## src/rtl/mem_access_master_if.sv

```systemverilog
// Purpose: command / write-data / response / memory-port bundle for mem_access_master.
// Latency: none; wires only.
// Backpressure: cmd and wdata use valid/ready, rsp uses valid/ready, memory port is fire-and-forget.
// Ports: master = initiator view (drives cmd_ready, wdata_ready, rsp_*, stray_err, mem_*);
//        slave  = client + memory view (drives cmd_*, wdata*, rsp_ready, mem_data_out, mem_valid_out).
interface mem_access_master_if #(
  parameter int ADDR_WIDTH = 32,
  parameter int DATA_WIDTH = 32,
  parameter int LEN_WIDTH  = 4
);
  logic                  cmd_valid;
  logic                  cmd_ready;
  logic                  cmd_wr;
  logic [ADDR_WIDTH-1:0] cmd_addr;
  logic [LEN_WIDTH-1:0]  cmd_len;
  logic                  wdata_valid;
  logic                  wdata_ready;
  logic [DATA_WIDTH-1:0] wdata;
  logic                  rsp_valid;
  logic                  rsp_ready;
  logic [DATA_WIDTH-1:0] rsp_rdata;
  logic                  rsp_last;
  logic                  rsp_err;
  logic                  stray_err;
  logic                  mem_en;
  logic                  mem_wr;
  logic [ADDR_WIDTH-1:0] mem_addr;
  logic [DATA_WIDTH-1:0] mem_data_in;
  logic [DATA_WIDTH-1:0] mem_data_out;
  logic                  mem_valid_out;

  modport master (
    input  cmd_valid, cmd_wr, cmd_addr, cmd_len, wdata_valid, wdata, rsp_ready,
           mem_data_out, mem_valid_out,
    output cmd_ready, wdata_ready, rsp_valid, rsp_rdata, rsp_last, rsp_err, stray_err,
           mem_en, mem_wr, mem_addr, mem_data_in
  );

  modport slave (
    output cmd_valid, cmd_wr, cmd_addr, cmd_len, wdata_valid, wdata, rsp_ready,
           mem_data_out, mem_valid_out,
    input  cmd_ready, wdata_ready, rsp_valid, rsp_rdata, rsp_last, rsp_err, stray_err,
           mem_en, mem_wr, mem_addr, mem_data_in
  );
endinterface

```

## src/rtl/mem_access_master.sv

```systemverilog
// Purpose: burst initiator for a simple memory port; one access per beat, address wraps at DEPTH.
// Latency: write ack 1 cycle after last beat; read rsp follows mem_valid_out by 1 cycle (or TIMEOUT).
// Backpressure: a held response stalls the next read issue; cmd/wdata ready drop while busy.
// Ports: clk, rst (sync, active-high); bus (mem_access_master_if.master) carries cmd, wdata, rsp
//        streams, the sticky stray_err flag, and the memory port (mem_en/wr/addr/data_in, data_out/valid_out).
module mem_access_master #(
  parameter int ADDR_WIDTH = 32,
  parameter int DATA_WIDTH = 32,
  parameter int DEPTH      = 16,
  parameter int LEN_WIDTH  = 4,
  parameter int TIMEOUT    = 15
) (
  input  logic                clk,
  input  logic                rst,
  mem_access_master_if.master bus
);

  typedef enum logic [2:0] {IDLE, WR_BEAT, RD_ISSUE, RD_WAIT, RSP} state_t;

  localparam int                    TMO_W     = $clog2(TIMEOUT + 1);
  localparam logic [ADDR_WIDTH-1:0] LAST_ADDR = ADDR_WIDTH'(DEPTH - 1);
  localparam logic [ADDR_WIDTH-1:0] DEPTH_A   = ADDR_WIDTH'(DEPTH);
  localparam logic [TMO_W-1:0]      TMO_LAST  = TMO_W'(TIMEOUT - 1);

  state_t                state;
  logic [ADDR_WIDTH-1:0] cur;
  logic [LEN_WIDTH-1:0]  len_q;
  logic [LEN_WIDTH-1:0]  beat_cnt;
  logic [TMO_W-1:0]      tmo_cnt;

  function automatic logic [ADDR_WIDTH-1:0] next_addr(input logic [ADDR_WIDTH-1:0] a);
    return (a == LAST_ADDR) ? '0 : a + 1'b1;
  endfunction

  always_ff @(posedge clk) begin
    if (rst) begin
      state           <= IDLE;
      cur             <= '0;
      len_q           <= '0;
      beat_cnt        <= '0;
      tmo_cnt         <= '0;
      bus.cmd_ready   <= 1'b0;
      bus.wdata_ready <= 1'b0;
      bus.rsp_valid   <= 1'b0;
      bus.rsp_rdata   <= '0;
      bus.rsp_last    <= 1'b0;
      bus.rsp_err     <= 1'b0;
      bus.stray_err   <= 1'b0;
      bus.mem_en      <= 1'b0;
      bus.mem_wr      <= 1'b0;
      bus.mem_addr    <= '0;
      bus.mem_data_in <= '0;
    end else begin
      // mem_en is a single-cycle strobe; the other mem_* outputs hold their last value.
      bus.mem_en <= 1'b0;

      // Read data arriving when no read is in flight means the memory misbehaved.
      if (bus.mem_valid_out && state != RD_WAIT && state != RD_ISSUE)
        bus.stray_err <= 1'b1;

      case (state)
        IDLE: begin
          bus.cmd_ready <= 1'b1;
          if (bus.cmd_valid && bus.cmd_ready) begin
            bus.cmd_ready <= 1'b0;
            len_q         <= bus.cmd_len;
            cur           <= bus.cmd_addr;
            beat_cnt      <= '0;
            if (bus.cmd_addr >= DEPTH_A) begin
              // Out-of-range start: answer with a single error, never touch memory.
              bus.rsp_valid <= 1'b1;
              bus.rsp_err   <= 1'b1;
              bus.rsp_last  <= 1'b1;
              bus.rsp_rdata <= '0;
              state         <= RSP;
            end else if (bus.cmd_wr) begin
              bus.wdata_ready <= 1'b1;
              state           <= WR_BEAT;
            end else begin
              state <= RD_ISSUE;
            end
          end
        end

        WR_BEAT: begin
          if (bus.wdata_valid && bus.wdata_ready) begin
            bus.mem_en      <= 1'b1;
            bus.mem_wr      <= 1'b1;
            bus.mem_addr    <= cur;
            bus.mem_data_in <= bus.wdata;
            cur             <= next_addr(cur);
            beat_cnt        <= beat_cnt + 1'b1;
            if (beat_cnt == len_q) begin
              bus.wdata_ready <= 1'b0;
              bus.rsp_valid   <= 1'b1;
              bus.rsp_err     <= 1'b0;
              bus.rsp_last    <= 1'b1;
              bus.rsp_rdata   <= '0;
              state           <= RSP;
            end
          end
        end

        RD_ISSUE: begin
          bus.mem_en   <= 1'b1;
          bus.mem_wr   <= 1'b0;
          bus.mem_addr <= cur;
          tmo_cnt      <= '0;
          state        <= RD_WAIT;
        end

        RD_WAIT: begin
          if (bus.mem_valid_out) begin
            bus.rsp_valid <= 1'b1;
            bus.rsp_rdata <= bus.mem_data_out;
            bus.rsp_err   <= 1'b0;
            bus.rsp_last  <= (beat_cnt == len_q);
            cur           <= next_addr(cur);
            beat_cnt      <= beat_cnt + 1'b1;
            state         <= RSP;
          end else if (tmo_cnt == TMO_LAST) begin
            // Memory never answered: report and abandon the rest of the burst.
            bus.rsp_valid <= 1'b1;
            bus.rsp_rdata <= '0;
            bus.rsp_err   <= 1'b1;
            bus.rsp_last  <= 1'b1;
            state         <= RSP;
          end else begin
            tmo_cnt <= tmo_cnt + 1'b1;
          end
        end

        RSP: begin
          if (bus.rsp_valid && bus.rsp_ready) begin
            bus.rsp_valid <= 1'b0;
            if (bus.rsp_last) begin
              bus.cmd_ready <= 1'b1;
              state         <= IDLE;
            end else begin
              // Only read bursts produce non-last responses.
              state <= RD_ISSUE;
            end
          end
        end

        default: state <= IDLE;
      endcase
    end
  end

endmodule

```

## src/flat_wrapper.sv

```systemverilog
// flat-port wrapper written by rule: the top's interface ports become plain ports
module mem_access_master_flat 
#(
  parameter int ADDR_WIDTH = 32,
  parameter int DATA_WIDTH = 32,
  parameter int DEPTH      = 16,
  parameter int LEN_WIDTH  = 4,
  parameter int TIMEOUT    = 15
)
  (clk, rst, bus_cmd_valid, bus_cmd_wr, bus_cmd_addr, bus_cmd_len, bus_wdata_valid, bus_wdata, bus_rsp_ready, bus_mem_data_out, bus_mem_valid_out, bus_cmd_ready, bus_wdata_ready, bus_rsp_valid, bus_rsp_rdata, bus_rsp_last, bus_rsp_err, bus_stray_err, bus_mem_en, bus_mem_wr, bus_mem_addr, bus_mem_data_in);
  mem_access_master_if #(.ADDR_WIDTH(ADDR_WIDTH), .DATA_WIDTH(DATA_WIDTH), .LEN_WIDTH(LEN_WIDTH)) bus_i ();
  input  logic clk;
  input  logic rst;
  input wire logic [$bits(bus_i.cmd_valid)-1:0] bus_cmd_valid;
  input wire logic [$bits(bus_i.cmd_wr)-1:0] bus_cmd_wr;
  input wire logic [$bits(bus_i.cmd_addr)-1:0] bus_cmd_addr;
  input wire logic [$bits(bus_i.cmd_len)-1:0] bus_cmd_len;
  input wire logic [$bits(bus_i.wdata_valid)-1:0] bus_wdata_valid;
  input wire logic [$bits(bus_i.wdata)-1:0] bus_wdata;
  input wire logic [$bits(bus_i.rsp_ready)-1:0] bus_rsp_ready;
  input wire logic [$bits(bus_i.mem_data_out)-1:0] bus_mem_data_out;
  input wire logic [$bits(bus_i.mem_valid_out)-1:0] bus_mem_valid_out;
  output wire logic [$bits(bus_i.cmd_ready)-1:0] bus_cmd_ready;
  output wire logic [$bits(bus_i.wdata_ready)-1:0] bus_wdata_ready;
  output wire logic [$bits(bus_i.rsp_valid)-1:0] bus_rsp_valid;
  output wire logic [$bits(bus_i.rsp_rdata)-1:0] bus_rsp_rdata;
  output wire logic [$bits(bus_i.rsp_last)-1:0] bus_rsp_last;
  output wire logic [$bits(bus_i.rsp_err)-1:0] bus_rsp_err;
  output wire logic [$bits(bus_i.stray_err)-1:0] bus_stray_err;
  output wire logic [$bits(bus_i.mem_en)-1:0] bus_mem_en;
  output wire logic [$bits(bus_i.mem_wr)-1:0] bus_mem_wr;
  output wire logic [$bits(bus_i.mem_addr)-1:0] bus_mem_addr;
  output wire logic [$bits(bus_i.mem_data_in)-1:0] bus_mem_data_in;
  assign bus_i.cmd_valid = bus_cmd_valid;
  assign bus_i.cmd_wr = bus_cmd_wr;
  assign bus_i.cmd_addr = bus_cmd_addr;
  assign bus_i.cmd_len = bus_cmd_len;
  assign bus_i.wdata_valid = bus_wdata_valid;
  assign bus_i.wdata = bus_wdata;
  assign bus_i.rsp_ready = bus_rsp_ready;
  assign bus_i.mem_data_out = bus_mem_data_out;
  assign bus_i.mem_valid_out = bus_mem_valid_out;
  assign bus_cmd_ready = bus_i.cmd_ready;
  assign bus_wdata_ready = bus_i.wdata_ready;
  assign bus_rsp_valid = bus_i.rsp_valid;
  assign bus_rsp_rdata = bus_i.rsp_rdata;
  assign bus_rsp_last = bus_i.rsp_last;
  assign bus_rsp_err = bus_i.rsp_err;
  assign bus_stray_err = bus_i.stray_err;
  assign bus_mem_en = bus_i.mem_en;
  assign bus_mem_wr = bus_i.mem_wr;
  assign bus_mem_addr = bus_i.mem_addr;
  assign bus_mem_data_in = bus_i.mem_data_in;
  mem_access_master #(.ADDR_WIDTH(ADDR_WIDTH), .DATA_WIDTH(DATA_WIDTH), .DEPTH(DEPTH), .LEN_WIDTH(LEN_WIDTH), .TIMEOUT(TIMEOUT)) u_core (.clk(clk), .rst(rst), .bus(bus_i));
endmodule
```

## config.mk

```make
export PLATFORM = sky130hd
export DESIGN_NAME = mem_access_master_flat
export DESIGN_NICKNAME = d
export VERILOG_FILES = /design/src/rtl/mem_access_master_if.sv /design/src/rtl/mem_access_master.sv /design/src/flat_wrapper.sv
export SDC_FILE = /design/constraint.sdc
export NUM_CORES = 1
export LEC_CHECK = 0
export BUFFER_PORTS_ARGS = -buffer_cell sky130_fd_sc_hd__buf_2
export CAP_MARGIN = 25
export CORE_UTILIZATION = 30
export DETAILED_ROUTE_END_ITERATION = 12
export GPL_TIMING_DRIVEN = 0
export SETUP_SLACK_MARGIN = 0.2
export SLEW_MARGIN = 10
export SYNTH_ARGS = -nofsm -noshare
export SYNTH_HDL_FRONTEND = slang
export SYNTH_SLANG_ARGS = --single-unit
```

## constraint.sdc

```tcl
create_clock -name clk -period 2.9 [get_ports clk]
set_input_delay 0.29 -clock clk [delete_from_list [all_inputs] [get_ports clk]]
set_output_delay 0.29 -clock clk [all_outputs]
set_load 0.02 [all_outputs]
```

==> results.ini, run 1 <==
[worst_setup_path]
crit_slowest_cell = o21ai_0
cp.required_ps = 3220
crit_path_cell_trace = clkbuf_1 > nor4_1 > nand4_1 > o21ai_0 > o21ai_0 > a32o_1
crit_arrival_ps = 2900
start_kind = register
cp_common_cell = o21ai_0
end_kind = register
path_max_fanout = 9
r2r_setup_slack_ps = 320
slowest_delay_ps = 730
crit_type = register to register

[power_and_ir_drop]
irDropWorstVdd_uv = 409
p_leak_nw = 3.39
total_power_mw = 4.96
power_density_mw_per_mm2 = 578

[clock_network]
clock-sinks = 151
root_buffer = clkbuf_16
htree_levels = 4
clock_latency_ps = 440
cts_resized = 0
clk_pin_slew_worst_paths_ps = 80
cts.path.max_buffers = 2
cts_setup_buffers = 0
cts_inserted_buffers = 17
hold_buffers = 0
cts_tree = done

[placed_design]
port_buffers = 210
dp_cells = 1289
placed_area_mm2 = 0.00798
gp_congestion = 0.978
hpwl_um = 17400

[synth]
synthesis.area_mm2 = 0.00658
synthArstFlopShare_pct = 0
ys_seq_area_share_pct = 45.9
syn_inst = 804
yosysUniqueCellTypes = 63
yosys.area.top_type = dfxtp_1
syn-num-nets = 915
synth_area_leaders = dfxtp_1, nand2_1, a21oi_1, a32o_1, clkbuf_1
ys.warnings.count = 0
synth_edf_count = 0
synth_top_cell_area_share_pct = 45.9
synth_area_per_cell_um2 = 8.19
yosys_most_used_dff = dfxtp_1
synth.ff_latch_count = 151

[route]
num_vias = 6992
drtPass1Iterations = 7
routedWlPerCell_um = 17.7
wl_um = 23400
drtIter0Drc = 536
viasPerCell = 5.29
drc = 0
ant_nets = 0

[timing]
timing.final.crit_share_pct = 89.0
period_needed_ps = 2580
rsz0062_at_grt = yes
setup_viol = 0
fin_tns_setup_ps = 0
drv_slew = 0
skew_ps = 13.9
fmax_mhz = 387
tightest_slew_ps = 861
slew_headroom_pct = 42.0
hold_violations = 0

[floorplan]
die_y_um = 150
start_util_pct = 30.9
design.core.area_mm2 = 0.0213
pin_count = 211
dieArea_mm2 = 0.0225
die_x_um = 150
rows = 53

[grt]
grt_usage_pct = 21.0
gr-total-overflow = 0
grt_pass1_wl_um = 36200
grt_pass1_vias = 6629
antenna_found_initial = 2
grt_max_degree = 17

[flow_run]
cap_violations = 0

[finish]
layout.cells.non_filler = 1322
drive_above_1_share_pct = 26.2
area_growth_pct = 30.4
nets = 1144
design_area_mm2 = 0.00858

[hold_path]
hold_path_class = primary input to register

[outcome]
status = finished clean

## flip-flops by register name (all words and copies together) (netlist names)
register,count
u_core.bus.wdata_ready,1
u_core.bus.mem_wr,1
u_core.len_q,4
u_core.bus.rsp_rdata,32
u_core.beat_cnt,4
u_core.bus.mem_en,1
u_core.bus.rsp_err,1
u_core.tmo_cnt,4
u_core.bus.mem_data_in,32
u_core.bus.mem_addr,32
u_core.bus.rsp_last,1
u_core.bus.rsp_valid,1
u_core.bus.cmd_ready,1
u_core.bus.stray_err,1
u_core.cur,32
u_core.state,3
## placed cells by master (no fill, tap or decap), types with 4 or more instances in the layout
master     netlist  layout
a22oi_1         10      10
and3_1           6       6
dfxtp_1        151     151
clkbuf_2         0       7
and4_1           5       5
nor2_1          25      24
nand4_1         14      14
inv_1           19      19
nand3_1         30      30
a31oi_1         20      20
inv_6            0       7
a21oi_1         91      90
or3_1           11      11
xnor2_1          8       8
o21ai_0         17      16
clkbuf_1        47      42
ha_1             4       4
clkbuf_16        0      17
a32o_1          33      33
buf_2           10     220
nand2_1        178     178
xor2_1           4       4
o211ai_1         5       5
nor3_1          19      18
nor4_1          21      21
or4_1            4       4
o32ai_1          6       6
## cells by family after synthesis
family                   after synthesis  synth area share (%)
buffers and inverters                 81                  4.81
flip-flops                           151                  45.9
AND/OR/NAND/NOR                      334                  23.9
AO/OA/AOI/OAI                        220                  22.7
multiplexers                           2                 0.304
adder cells (fa/ha/maj)                4                 0.760
XOR/XNOR                              12                  1.60
## through the flow
stage | worst slack (ps) | hold slack, ps | util, %
3_3_place_gp | 266 | 436 | 37.5
2_1_floorplan | 594 | 416 | -
5_1_grt | 171 | 43.7 | 40.3
4_1_cts | 219 | 44.4 | 40.2
3_5_place_dp | 237 | 442 | 37.5
6_report | 319 | 54.1 | 40.3
## synthesized netlist by cell type (4+ instances only)
library cell,number
nor3_1,19
or3_1,11
nand3_1,30
nand2_1,178
o21ai_0,17
and3_1,6
ha_1,4
a31oi_1,20
clkbuf_1,47
a22oi_1,10
dfxtp_1,151
buf_2,10
o211ai_1,5
or4_1,4
nor2_1,25
xor2_1,4
buf_1,5
o32ai_1,6
nand4_1,14
and4_1,5
nor4_1,21
a21oi_1,91
xnor2_1,8
a32o_1,33
inv_1,19
## path summary, 6_finish.rpt
kind,startpoint,to,depth (start not counted)
setup / recovery,u_core.cur[14],u_core.cur[15],6
hold / removal,bus_mem_data_out[15],u_core.bus.rsp_rdata[15],2
setup reg to reg,u_core.cur[14],u_core.cur[15],6
hold reg to reg,u_core.bus.mem_addr[0],u_core.bus.mem_addr[0],2
## area by class of cell
class	count	area, um2
fillers	2249	12700
plain buffers	62	254
clock buffers	17	425
diodes	1	2.50
repair buffers	210	1050
well taps	275	344
multi-input cells	572	3260
flip-flops and latches	151	3020
clock inverters	15	156
inverters	19	71.3
## worst max-delay path, delay by kind of cell (launching register included)
kind	cells	cell delay (ps)
buffers and inverters	1	200
and+or+nand+nor	2	740
AOI/OAI and AO/OA	3	1220
DFF	1	300
## where the power goes
part / internal [mW] / switching [mW]
sequential: 2.12 / 0.0608
clock: 1.22 / 1.02
combinational: 0.192 / 0.351
total: 3.54 / 1.43
## layer usage
metal | track usage (%) | up-vias | part of all wire, %
met4 | 8.18 | 2 | 2.6
met5 | 0 | - | 0.043
met1 | 26.7 | 3205 | 42
li1 | - | 3400 | -
met2 | 33.5 | 338 | 46
met3 | 5.91 | 47 | 8.7
Note: power is estimated with default switching activity, not from simulation.
==> run 2: changes to the inputs <==
==> constraint.sdc (replaced) <==
create_clock -name clk -period 2.9 [get_ports clk]
set_input_delay 0.145 -clock clk [delete_from_list [all_inputs] [get_ports clk]]
set_output_delay 0.145 -clock clk [all_outputs]
set_load 0.02 [all_outputs]
==> run 2 against run 1 <==
Against the previous run:
- final area is 8.5% higher
- flip-flop and latch count stayed put
- clock-buffer cell count stayed put
- critical endpoint is now u_core.cur[13]
- fmax is 0.97% lower
- register-to-register slack worse by 30 ps
- critical path depth stayed put
- sequential power hardly changed
- worst hold slack worse by 31 ps
- global-route usage is 1.0 points higher
- setup slack worse by 25 ps
==> results.ini, run 2 (synthesis gave the netlist of run 1 again) <==
[placed_design]
pre_cts_ws_ps = 237  ; unchanged
placed_area_mm2 = 0.00798  ; unchanged
hpwl_um = 17400  ; unchanged
gp_congestion = 0.978  ; unchanged
port_buffers = 210  ; unchanged

[floorplan]
die_y_um = 150  ; unchanged
start_util_pct = 30.9  ; unchanged
rows = 53  ; unchanged
design.core.area_mm2 = 0.0213  ; unchanged
die_x_um = 150  ; unchanged
pin_count = 211  ; unchanged
dieArea_mm2 = 0.0225  ; unchanged

[worst_setup_path]
start_kind = register  ; unchanged
rr_startpoint = u_core.state[0]  ; was u_core.cur[14]
crit_path_cell_trace = clkbuf_1 > nor3_1 > nand2_1 > a2111oi_0 > nand3_1 > and3_1  ; was clkbuf_1 > nor4_1 > nand4_1 > o21ai_0 > o21ai_0 > a32o_1
r2r_setup_slack_ps = 290  ; was 320 ps
slowest_delay_ps = 750  ; was 730 ps
rr_worst_depth = 6  ; unchanged
cp.required_ps = 3230  ; was 3220 ps
crit_slowest_cell = a2111oi_0  ; was o21ai_0
crit_type = register to register  ; unchanged
end_kind = register  ; unchanged
r2r-end = u_core.cur[13]  ; was u_core.cur[15]
path_max_fanout = 10  ; was 9
crit_arrival_ps = 2940  ; was 2900 ps

[timing]
fin_tns_setup_ps = 0  ; unchanged
timing.final.crit_share_pct = 89.9  ; was 89.0%
setup_slack_ps = 294  ; was 319 ps
rsz0062_at_grt = yes  ; unchanged
slew_headroom_pct = 41.6  ; was 42.0%
period_needed_ps = 2610  ; was 2580 ps
setup_viol = 0  ; unchanged
fmax_mhz = 384  ; was 387 MHz
timing.hold.ws_ps = 23.1  ; was 54.1 ps
skew_ps = 11.3  ; was 13.9 ps
drv_slew = 0  ; unchanged
hold_violations = 0  ; unchanged
tightest_slew_ps = 867  ; was 861 ps

[clock_network]
clock_latency_ps = 440  ; about the same
cts.path.max_buffers = 2  ; unchanged
root_buffer = clkbuf_16  ; unchanged
cts_inserted_buffers = 17  ; unchanged
clk_pin_slew_worst_paths_ps = 70  ; was 80 ps
clock-sinks = 151  ; unchanged
htree_levels = 4  ; unchanged
cts_tree = done  ; unchanged

[flow_run]
cap_violations = 0  ; unchanged

[route]
num_vias = 7338  ; was 6992
routedWlPerCell_um = 17.7  ; about the same
viasPerCell = 5.26  ; was 5.29
drtIter0Drc = 580  ; was 536
drc = 0  ; unchanged
wl_um = 24700  ; was 23400 um
drtPass1Iterations = 5  ; was 7
ant_nets = 0  ; unchanged

[grt]
grt_usage_pct = 22.0  ; was 21.0%
grt_max_degree = 17  ; unchanged
grt_pass1_vias = 7149  ; was 6629
antenna_found_initial = 1  ; was 2
gr-total-overflow = 0  ; unchanged
grt_pass1_wl_um = 38100  ; was 36200 um

[power_and_ir_drop]
power_switching_mw = 1.45  ; was 1.43 mW
clockPowerShare_pct = 44.3  ; was 45.1%
power_density_mw_per_mm2 = 542  ; was 578 mW/mm2
p_leak_nw = 3.69  ; was 3.39 nW
combPwrFrac_pct = 12.4  ; was 10.9%
netSwitchingFraction_pct = 28.7  ; was 28.8%
total_power_mw = 5.05  ; was 4.96 mW
seqPwrFrac_pct = 43.3  ; was 44.0%
irDropWorstVdd_uv = 414  ; was 409 uV
internal_power_mw = 3.60  ; was 3.54 mW

[finish]
final_common_cell = buf_2  ; unchanged
nets = 1217  ; was 1144
design_area_mm2 = 0.00931  ; was 0.00858 mm2
area_growth_pct = 41.5  ; was 30.4%
final_cell_mix = buf_2, nand2_1, dfxtp_1  ; unchanged
drive_above_1_share_pct = 24.5  ; was 26.2%

[hold_path]
min_to = u_core.cur[4]  ; was u_core.bus.rsp_rdata[15]
min_from = bus_cmd_addr[4]  ; was bus_mem_data_out[15]
hold_path_class = primary input to register  ; unchanged
min_path_cells = 3  ; was 2

[outcome]
status = finished clean  ; unchanged

==> run 2: cell count changes in the layout (fill, tap and decap cells not counted), sizes merged <==
| cell | delta |
|---|---|
| dlygate4sd3 | +73 |
==> run 2: area by class of cell <==
class                   instances  area (um2)
inverters                      19        71.3
multi-input cells             572        3260
clock inverters                15         156
clock buffers                  17         425
diodes                          1        2.50
fillers                      2172       12000
repair buffers                283        1780
plain buffers                  62         254
flip-flops and latches        151        3020
well taps                     275         344
==> run 2: per-stage QoR <==
| stage | util [%] | instances |
|---|---|---|
| floorplan | - | 804 |
| global placement | 37.5 | 1289 |
| detailed placement | 37.5 | 1289 |
| CTS | 43.6 | 1394 |
| global route | 43.7 | 1394 |
| finish | 43.8 | 1395 |
==> run 2: critical path, delay by kind of cell (launching register included) <==
family                 cells  cell delay [ps]
buffers and inverters      1              190
and+or+nand+nor            4             1260
DFF                        1              300
AOI/OAI and AO/OA          1              750
==> run 2: how the worst max path moves through the flow <==
stage	slack, ps	depth (start not counted)	startpoint	end
floorplan	590	7	u_core.cur[0]	u_core.cur[26]
global placement	280	8	u_core.state[0]	u_core.bus.mem_addr[17]
detailed placement	240	8	u_core.state[0]	u_core.bus.mem_addr[19]
CTS	220	8	u_core.state[0]	u_core.bus.mem_addr[19]
global route	170	6	u_core.state[0]	u_core.cur[13]
finish	290	6	u_core.state[0]	u_core.cur[13]
==> run 2: what timing repair did <==
item	CTS	global route
setup endpoints to repair	0	60
hold buffers	73	0
buffers inserted	0	0
hold endpoints to repair	73	0
gates resized for setup	0	16
==> run 2: routing by layer <==
metal,part of all wire (%),up-vias,track usage [%]
met3,7.7,56,5.76
met4,2.9,2,8.79
li1,-,3537,-
met5,0.041,-,0
met1,42,3399,27.3
met2,47,344,36.4
==> run 2: power by group through the flow <==
stage	Sequential [mW]	Clock, mW	Combinational, mW
floorplan	2.23	0	0.301
global placement	2.23	0	0.535
detailed placement	2.23	0	0.533
CTS	2.18	2.29	0.612
global route	2.19	2.37	0.677
finish	2.19	2.24	0.625
